<file path="config.mk">
export PLATFORM = sky130hd
export DESIGN_NAME = fetch_pc_ctrl
export DESIGN_NICKNAME = d
export VERILOG_FILES = /design/src/rtl/fetch_pc_ctrl_pkg.sv /design/src/rtl/fetch_pc_ctrl_ifid.sv /design/src/rtl/fetch_pc_ctrl.sv
export SDC_FILE = /design/constraint.sdc
export NUM_CORES = 1
export LEC_CHECK = 0
export ABC_AREA = 1
export ABC_CLOCK_PERIOD_IN_PS = 2100
export CAP_MARGIN = 20
export CORE_ASPECT_RATIO = 0.8
export CORE_MARGIN = 8
export CORE_UTILIZATION = 45
export CTS_BUF_LIST = sky130_fd_sc_hd__clkbuf_16
export CTS_CLUSTER_DIAMETER = 40
export DETAILED_ROUTE_END_ITERATION = 8
export DONT_BUFFER_PORTS = 1
export MAX_ROUTING_LAYER = met4
export PLACE_DENSITY = 0.59
export SLEW_MARGIN = 0
export SYNTH_ARGS = -nofsm -noshare
export SYNTH_HDL_FRONTEND = slang
export SYNTH_SLANG_ARGS = --single-unit
</file>
<file path="constraint.sdc">
create_clock -name clk -period 2.1 [get_ports clk]
set_clock_uncertainty 0.15 [all_clocks]
set_input_delay 0.21 -clock clk [delete_from_list [all_inputs] [get_ports clk]]
set_output_delay 0.21 -clock clk [all_outputs]
set_load 0.05 [all_outputs]
</file>
<file path="src/rtl/fetch_pc_ctrl_pkg.sv">
// Shared CPU front-end constants: redirect codes, reset PC and the NOP encoding.
package fetch_pc_ctrl_pkg;

  // EX-stage redirect code, also decoded by the branch/jump detect block
  typedef enum logic [1:0] {
    NT_PCPLUS4 = 2'b00,
    NT_RECOVER = 2'b01,
    NT_JUMP    = 2'b10,
    NT_RSVD    = 2'b11
  } next_type_e;

  localparam logic [31:0] RESET_PC_DEF = 32'h0000_3000;
  localparam logic [31:0] NOP_INST     = 32'h0000_0000;
  localparam logic [31:0] PC_STEP      = 32'd4;

endpackage

</file>
<file path="src/rtl/fetch_pc_ctrl_ifid.sv">
// IF/ID pipeline register: hold keeps the slot, bubble loads an empty slot
// (NOP, valid low, PC+4 kept), otherwise the fetched instruction is captured.
module ifid_reg
  import fetch_pc_ctrl_pkg::*;
(
  input  logic        clk,
  input  logic        rst,
  input  logic        hold,
  input  logic        bubble,
  input  logic [31:0] inst_i,
  input  logic [31:0] pc_plus4_i,
  output logic [31:0] inst_o,
  output logic [31:0] pc_plus4_o,
  output logic        valid_o
);

  logic [31:0] inst_q, inst_d;
  logic [31:0] pc_plus4_q, pc_plus4_d;
  logic        valid_q, valid_d;

  // Select hold / bubble / load for the next slot contents
  always_comb begin
    inst_d     = inst_q;
    pc_plus4_d = pc_plus4_q;
    valid_d    = valid_q;
    if (hold) begin
      inst_d     = inst_q;
    end else if (bubble) begin
      inst_d     = NOP_INST;
      valid_d    = 1'b0;
    end else begin
      inst_d     = inst_i;
      pc_plus4_d = pc_plus4_i;
      valid_d    = 1'b1;
    end
  end

  // Slot register with synchronous clear
  always_ff @(posedge clk) begin
    if (rst) begin
      inst_q     <= NOP_INST;
      pc_plus4_q <= 32'h0;
      valid_q    <= 1'b0;
    end else begin
      inst_q     <= inst_d;
      pc_plus4_q <= pc_plus4_d;
      valid_q    <= valid_d;
    end
  end

  assign inst_o     = inst_q;
  assign pc_plus4_o = pc_plus4_q;
  assign valid_o    = valid_q;

endmodule

</file>
<file path="src/rtl/fetch_pc_ctrl.sv">
// Fetch PC controller: next-PC selection with fixed priority
// recovery > jump > stall > predicted-taken branch > PC+4, IF/ID control,
// ID/EX flush request, saturating recovery counter and sticky bad-code flag.
module fetch_pc_ctrl
  import fetch_pc_ctrl_pkg::*;
#(
  parameter logic [31:0] RESET_PC = RESET_PC_DEF
) (
  input  logic        clk,
  input  logic        rst,
  input  logic [1:0]  next_type,
  input  logic [31:0] idex_pc_plus4,
  input  logic [31:0] jump_target,
  input  logic        id_is_branch,
  input  logic [31:0] id_branch_target,
  input  logic        stall,
  input  logic [31:0] imem_inst,
  output logic [31:0] imem_addr,
  output logic [31:0] ifid_inst,
  output logic [31:0] ifid_pc_plus4,
  output logic        ifid_valid,
  output logic        flush_idex,
  output logic [15:0] mispredict_cnt,
  output logic        bad_type
);

  function automatic logic [15:0] sat_inc16(input logic [15:0] v);
    return (v == 16'hFFFF) ? v : v + 16'd1;
  endfunction

  next_type_e  nt;
  logic [31:0] pc_q, pc_d;
  logic [31:0] pc_plus4;
  logic [15:0] mis_cnt_q, mis_cnt_d;
  logic        bad_type_q, bad_type_d;
  logic        ifid_hold;
  logic        ifid_bubble;
  logic        flush_raw;
  logic        recover;

  assign nt = next_type_e'(next_type);

  // Next-PC priority and IF/ID / ID/EX control
  always_comb begin
    pc_plus4    = pc_q + PC_STEP;
    pc_d        = pc_plus4;
    ifid_hold   = 1'b0;
    ifid_bubble = 1'b0;
    flush_raw   = 1'b0;
    recover     = 1'b0;
    case (nt)
      NT_RECOVER: begin
        pc_d        = idex_pc_plus4;
        ifid_bubble = 1'b1;
        flush_raw   = 1'b1;
        recover     = 1'b1;
      end
      NT_JUMP: begin
        pc_d        = jump_target;
        ifid_bubble = 1'b1;
        flush_raw   = 1'b1;
      end
      default: begin
        // Reserved code falls through here and behaves as sequential
        if (stall) begin
          pc_d      = pc_q;
          ifid_hold = 1'b1;
          flush_raw = 1'b1;
        end else if (id_is_branch) begin
          pc_d        = id_branch_target;
          ifid_bubble = 1'b1;
        end
      end
    endcase
  end

  // Recovery counter and sticky reserved-code flag
  always_comb begin
    mis_cnt_d  = recover ? sat_inc16(mis_cnt_q) : mis_cnt_q;
    bad_type_d = bad_type_q | (nt == NT_RSVD);
  end

  // PC, counter and flag registers with synchronous reset
  always_ff @(posedge clk) begin
    if (rst) begin
      pc_q       <= RESET_PC;
      mis_cnt_q  <= 16'h0;
      bad_type_q <= 1'b0;
    end else begin
      pc_q       <= pc_d;
      mis_cnt_q  <= mis_cnt_d;
      bad_type_q <= bad_type_d;
    end
  end

  ifid_reg u_ifid (
    .clk        (clk),
    .rst        (rst),
    .hold       (ifid_hold),
    .bubble     (ifid_bubble),
    .inst_i     (imem_inst),
    .pc_plus4_i (pc_plus4),
    .inst_o     (ifid_inst),
    .pc_plus4_o (ifid_pc_plus4),
    .valid_o    (ifid_valid)
  );

  assign imem_addr      = pc_q;
  assign flush_idex     = flush_raw & ~rst;
  assign mispredict_cnt = mis_cnt_q;
  assign bad_type       = bad_type_q;

endmodule

</file>
==> impl_metrics.env, run 1 <==
export IMPL_outcome="complete, no violations"
export IMPL_cp_required_ns=2.30
export IMPL_syn_area_per_cell_um2=6.74
export IMPL_grt_most_used_layer="met2"
export IMPL_path_depth_of_the_worst_reg2reg_path=7
export IMPL_synth_edf_count=0
export IMPL_routed_wire_length_per_instance_um=21.1
export IMPL_use_met3=0.127
export IMPL_fin_setup_tns_ns=0
export IMPL_cp_slowest_cell="sky130_fd_sc_hd__dfxtp_1"
export IMPL_wire_length_of_the_first_global_routing_pass_mm=38.2
export IMPL_drt_vias_per_instance=5.53
export IMPL_drv_slew=0
export IMPL_timing_worst_slew_pin_value_ns=0.761
export IMPL_antennaDiodeCount=0
export IMPL_core_um2=13400
export IMPL_max_cap_violations=0
export IMPL_critPathCaptureType="register"
export IMPL_yosysTopAreaCellShare=0.376
export IMPL_timing_critical_path_cells="nand2_1 > nor2_1 > nand2_1 > nor2_4 > xor2_1 > nand3_1 > a21oi_1"
export IMPL_grt_antenna_before_repair=0
export IMPL_dp_final_hpwl_mm=19.0
export IMPL_cts_buffers=17
export IMPL_cts_num_sinks=114
export IMPL_grt_remaining_overflow=0
export IMPL_achievable_frequency_mhz=497
export IMPL_final_min_period_over_clock_period=0.959
export IMPL_static_leakage_power_nw=3.10
export IMPL_clk_insertion_delay_late_ns=0.43
export IMPL_placed_instances=1102
export IMPL_ff_latch_area_um2=2280
export IMPL_synth_ff_latch_count=114
export IMPL_start_util=0.454
export IMPL_yosysWarningCount=0
export IMPL_synth_area_leader_cell="sky130_fd_sc_hd__dfxtp_1"
export IMPL_grt_util_met2=0.387
export IMPL_die_width_um=146
export IMPL_num_rows=38
export IMPL_routabilityCongestion=0.937
export IMPL_fillers=1178
export IMPL_numPortBuffers=0
export IMPL_peakVddDrop_mv=0.854
export IMPL_crit_family="simple AND/OR/NAND/NOR gates"
export IMPL_drt_first_pass_iters=5
export IMPL_crit_path_frequent_cell="sky130_fd_sc_hd__nand2_1"
export IMPL_timing_slew_headroom=0.490
export IMPL_drt_iter0_drc=611
export IMPL_timing_rr_start="imem_addr[15]"
export IMPL_synth_cell_type_count=34
export IMPL_holdCritPathClass="input port to register"
export IMPL_cp_buffers_inverters=0
export IMPL_timing_hold_worst_start="next_type[1]"
export IMPL_reg2reg_slack_ns=0.09
export IMPL_gr_usage_all_layers=0.290
export IMPL_htree_num_levels=4
export IMPL_postSynthCellCount=899
export IMPL_power_per_cell_area_nw_per_um2=833
export IMPL_synthToLayoutAreaGrowth_pct=32.7
export IMPL_crit_fanout=4
export IMPL_finalWirelength_mm=25.6
export IMPL_worst_hold_path_num_cells=3
export IMPL_grt_start_max_net_pins=68
export IMPL_grt_setup_unrepaired="false"
export IMPL_crit_reg2reg_capture="imem_addr[16]"
export IMPL_cpPeakStageDelay_ns=0.45
export IMPL_async_reset_ff_frac=0
export IMPL_clock_root_buffer="sky130_fd_sc_hd__clkbuf_16"
export IMPL_synth_area_top_cells="sky130_fd_sc_hd__dfxtp_1, sky130_fd_sc_hd__nand2_1, sky130_fd_sc_hd__a21oi_1"
export IMPL_max_clock_path_buffers=2
export IMPL_first_global_vias=6258
export IMPL_crit_path_start_kind="register"
export IMPL_syn_nets=1038
export IMPL_final_min_clock_period_ns=2.01
export IMPL_cts_tree="built"
export IMPL_setup_viol=0
export IMPL_io_pins=249
export IMPL_dominantRegCellSynth="sky130_fd_sc_hd__dfxtp_1"
export IMPL_dieArea_um2=17500
export IMPL_remaining_drc_errors=0
export IMPL_fraction_of_layout_cells_with_a_size_suffix_above_1=0.136
export IMPL_timing_final_hold_violations=0
export IMPL_dieHeight_um=120
export IMPL_criticalPathCategory="register to register"
export IMPL_post_synth_instance_area_um2=6060
export IMPL_post_layout_nonfiller_instances=1212
export IMPL_totalPowerFinal_mw=6.70
export IMPL_gr_usage_met1=0.387
export IMPL_routed_via_count=6704
export IMPL_synth_yosys_seq_area_share=0.376
export IMPL_capture_endpoint_of_the_worst_hold_path="bad_type"
export IMPL_num_nets_final=1158
export IMPL_area_of_combinational_cells_with_multiple_inputs_um2=3330
export IMPL_worst_endpoint_arrival_ns=2.22
export IMPL_clkTransAtPathRegs_ns=0.06
export IMPL_postRouteAntennaNets=0
## layout make-up
type / count / share of cell area
clock buffer: 17 / 0.0529
sequential: 114 / 0.284
clock inverter: 15 / 0.0224
timing repair buffer: 156 / 0.174
tap: 180 / 0.0280
inverter: 53 / 0.0249
multi-input combinational: 677 / 0.414
## metrics by stage
step                hold WS (ns)  utilization  setup slack [ns]  cell area (um^2)
finish                    0.0134        0.602            0.0870              8040
global route              0.0286        0.602            0.0227              8040
CTS                      0.00118        0.601            0.0319              8030
detailed placement         0.138        0.496            0.0456              6630
global placement           0.135        0.496           0.00333              6630
floorplan                  0.204            -            0.0721              6060
## cell families after synthesis
group	count (synthesis)	synth area share
xor+xnor	19	0.0287
flops	114	0.376
compound gates	217	0.199
buf+inv	108	0.0751
fa+ha+maj	5	0.0103
simple gates	436	0.310
## cells in the final DEF, fill, tap and decap left out, types with 3 or more instances in the layout
cell / instances
sky130_fd_sc_hd__dfxtp_1: 114
sky130_fd_sc_hd__dlygate4sd3_1: 76
sky130_fd_sc_hd__xor2_1: 14
sky130_fd_sc_hd__o21bai_1: 6
sky130_fd_sc_hd__nand4_1: 15
sky130_fd_sc_hd__a31oi_1: 4
sky130_fd_sc_hd__inv_6: 7
sky130_fd_sc_hd__inv_2: 3
sky130_fd_sc_hd__clkbuf_16: 17
sky130_fd_sc_hd__nand2_1: 296
sky130_fd_sc_hd__nand2_2: 4
sky130_fd_sc_hd__a211oi_1: 23
sky130_fd_sc_hd__inv_1: 49
sky130_fd_sc_hd__or2_2: 3
sky130_fd_sc_hd__buf_4: 76
sky130_fd_sc_hd__nor2_2: 3
sky130_fd_sc_hd__inv_8: 3
sky130_fd_sc_hd__nor2_1: 46
sky130_fd_sc_hd__o21ai_0: 45
sky130_fd_sc_hd__a22o_1: 6
sky130_fd_sc_hd__a21oi_1: 126
sky130_fd_sc_hd__nand3_1: 44
sky130_fd_sc_hd__xnor2_1: 4
sky130_fd_sc_hd__nor3_1: 9
sky130_fd_sc_hd__ha_1: 5
sky130_fd_sc_hd__nor2_4: 10
## sequential cells by signal (all words and copies together), names as in the netlist
name / cells
imem_addr: 32
u_ifid.inst_o: 32
u_ifid.pc_plus4_o: 32
mispredict_cnt: 16
bad_type: 1
u_ifid.valid_o: 1
## power breakdown
group / leakage [nW] / internal, mW / switching [mW]
Sequential: 0.929 / 2.27 / 0.236
Clock: 0.296 / 1.80 / 1.22
Combinational: 1.88 / 0.397 / 0.786
## worst register-to-register path, cell delays in order, from the launching register on
cell and delay [ns]:
sky130_fd_sc_hd__dfxtp_1 0.45, sky130_fd_sc_hd__nand2_1 0.11, sky130_fd_sc_hd__nor2_1 0.28, sky130_fd_sc_hd__nand2_1 0.14
sky130_fd_sc_hd__nor2_4 0.14, sky130_fd_sc_hd__xor2_1 0.35, sky130_fd_sc_hd__nand3_1 0.16, sky130_fd_sc_hd__a21oi_1 0.15
## per-layer routing
metal  up-vias  share of wire
li1       3219              -
met4         0          0.015
met1      3091           0.46
met2       367           0.39
met5         -              0
met3        27           0.13
## what timing repair did
item | CTS | global route
hold buffers | 78 | 0
setup endpoints to repair | 0 | 4
gates resized for setup | 0 | 4
buffers inserted | 0 | 0
endpoints found under the hold margin | 99 | 0
## Yosys cell counts, types with 3 or more instances
| library cell | n |
|---|---|
| sky130_fd_sc_hd__a22o_1 | 6 |
| sky130_fd_sc_hd__inv_2 | 4 |
| sky130_fd_sc_hd__buf_4 | 5 |
| sky130_fd_sc_hd__a211oi_1 | 23 |
| sky130_fd_sc_hd__clkbuf_1 | 30 |
| sky130_fd_sc_hd__nor2_4 | 10 |
| sky130_fd_sc_hd__o21bai_1 | 6 |
| sky130_fd_sc_hd__nor2_2 | 3 |
| sky130_fd_sc_hd__xor2_1 | 14 |
| sky130_fd_sc_hd__nand4_1 | 15 |
| sky130_fd_sc_hd__inv_1 | 49 |
| sky130_fd_sc_hd__nand2_2 | 4 |
| sky130_fd_sc_hd__ha_1 | 5 |
| sky130_fd_sc_hd__o21ai_0 | 45 |
| sky130_fd_sc_hd__nand3_1 | 44 |
| sky130_fd_sc_hd__dfxtp_1 | 114 |
| sky130_fd_sc_hd__a21oi_1 | 127 |
| sky130_fd_sc_hd__nor3_1 | 9 |
| sky130_fd_sc_hd__xnor2_1 | 4 |
| sky130_fd_sc_hd__nor2_1 | 46 |
| sky130_fd_sc_hd__a31oi_1 | 4 |
| sky130_fd_sc_hd__nand2_1 | 296 |
| sky130_fd_sc_hd__or2_2 | 3 |
| sky130_fd_sc_hd__buf_2 | 19 |
## worst max path at each step
stage	startpoint	to	slack [ns]	cells past startpoint
floorplan	mispredict_cnt[0]	mispredict_cnt[11]	0.07	9
global placement	next_type[0]	imem_addr[14]	0.003	7
detailed placement	next_type[0]	imem_addr[14]	0.05	7
CTS	id_is_branch	u_ifid.inst_o[18]	0.03	8
global route	id_is_branch	imem_addr[1]	0.02	6
finish	imem_addr[15]	imem_addr[16]	0.09	7
Note: power is estimated with default switching activity, not from simulation.
==> run 2: changes to the inputs <==
--- a/config.mk
+++ b/config.mk
@@ -6,7 +6,6 @@
 export NUM_CORES = 1
 export LEC_CHECK = 0
 export ABC_AREA = 1
-export ABC_CLOCK_PERIOD_IN_PS = 2100
 export CAP_MARGIN = 20
 export CORE_ASPECT_RATIO = 0.8
 export CORE_MARGIN = 8
==> results of run 2 <==
Same layout as run 1: the final DEF is identical, and so are final timing and power.
==> run 3: changes to the inputs <==
--- a/config.mk
+++ b/config.mk
@@ -16,6 +16,7 @@
 export DONT_BUFFER_PORTS = 1
 export MAX_ROUTING_LAYER = met4
 export PLACE_DENSITY = 0.59
+export SKIP_LAST_GASP = 1
 export SLEW_MARGIN = 0
 export SYNTH_ARGS = -nofsm -noshare
 export SYNTH_HDL_FRONTEND = slang
==> results of run 3 <==
Same layout as run 1: the final DEF is identical, and so are final timing and power.
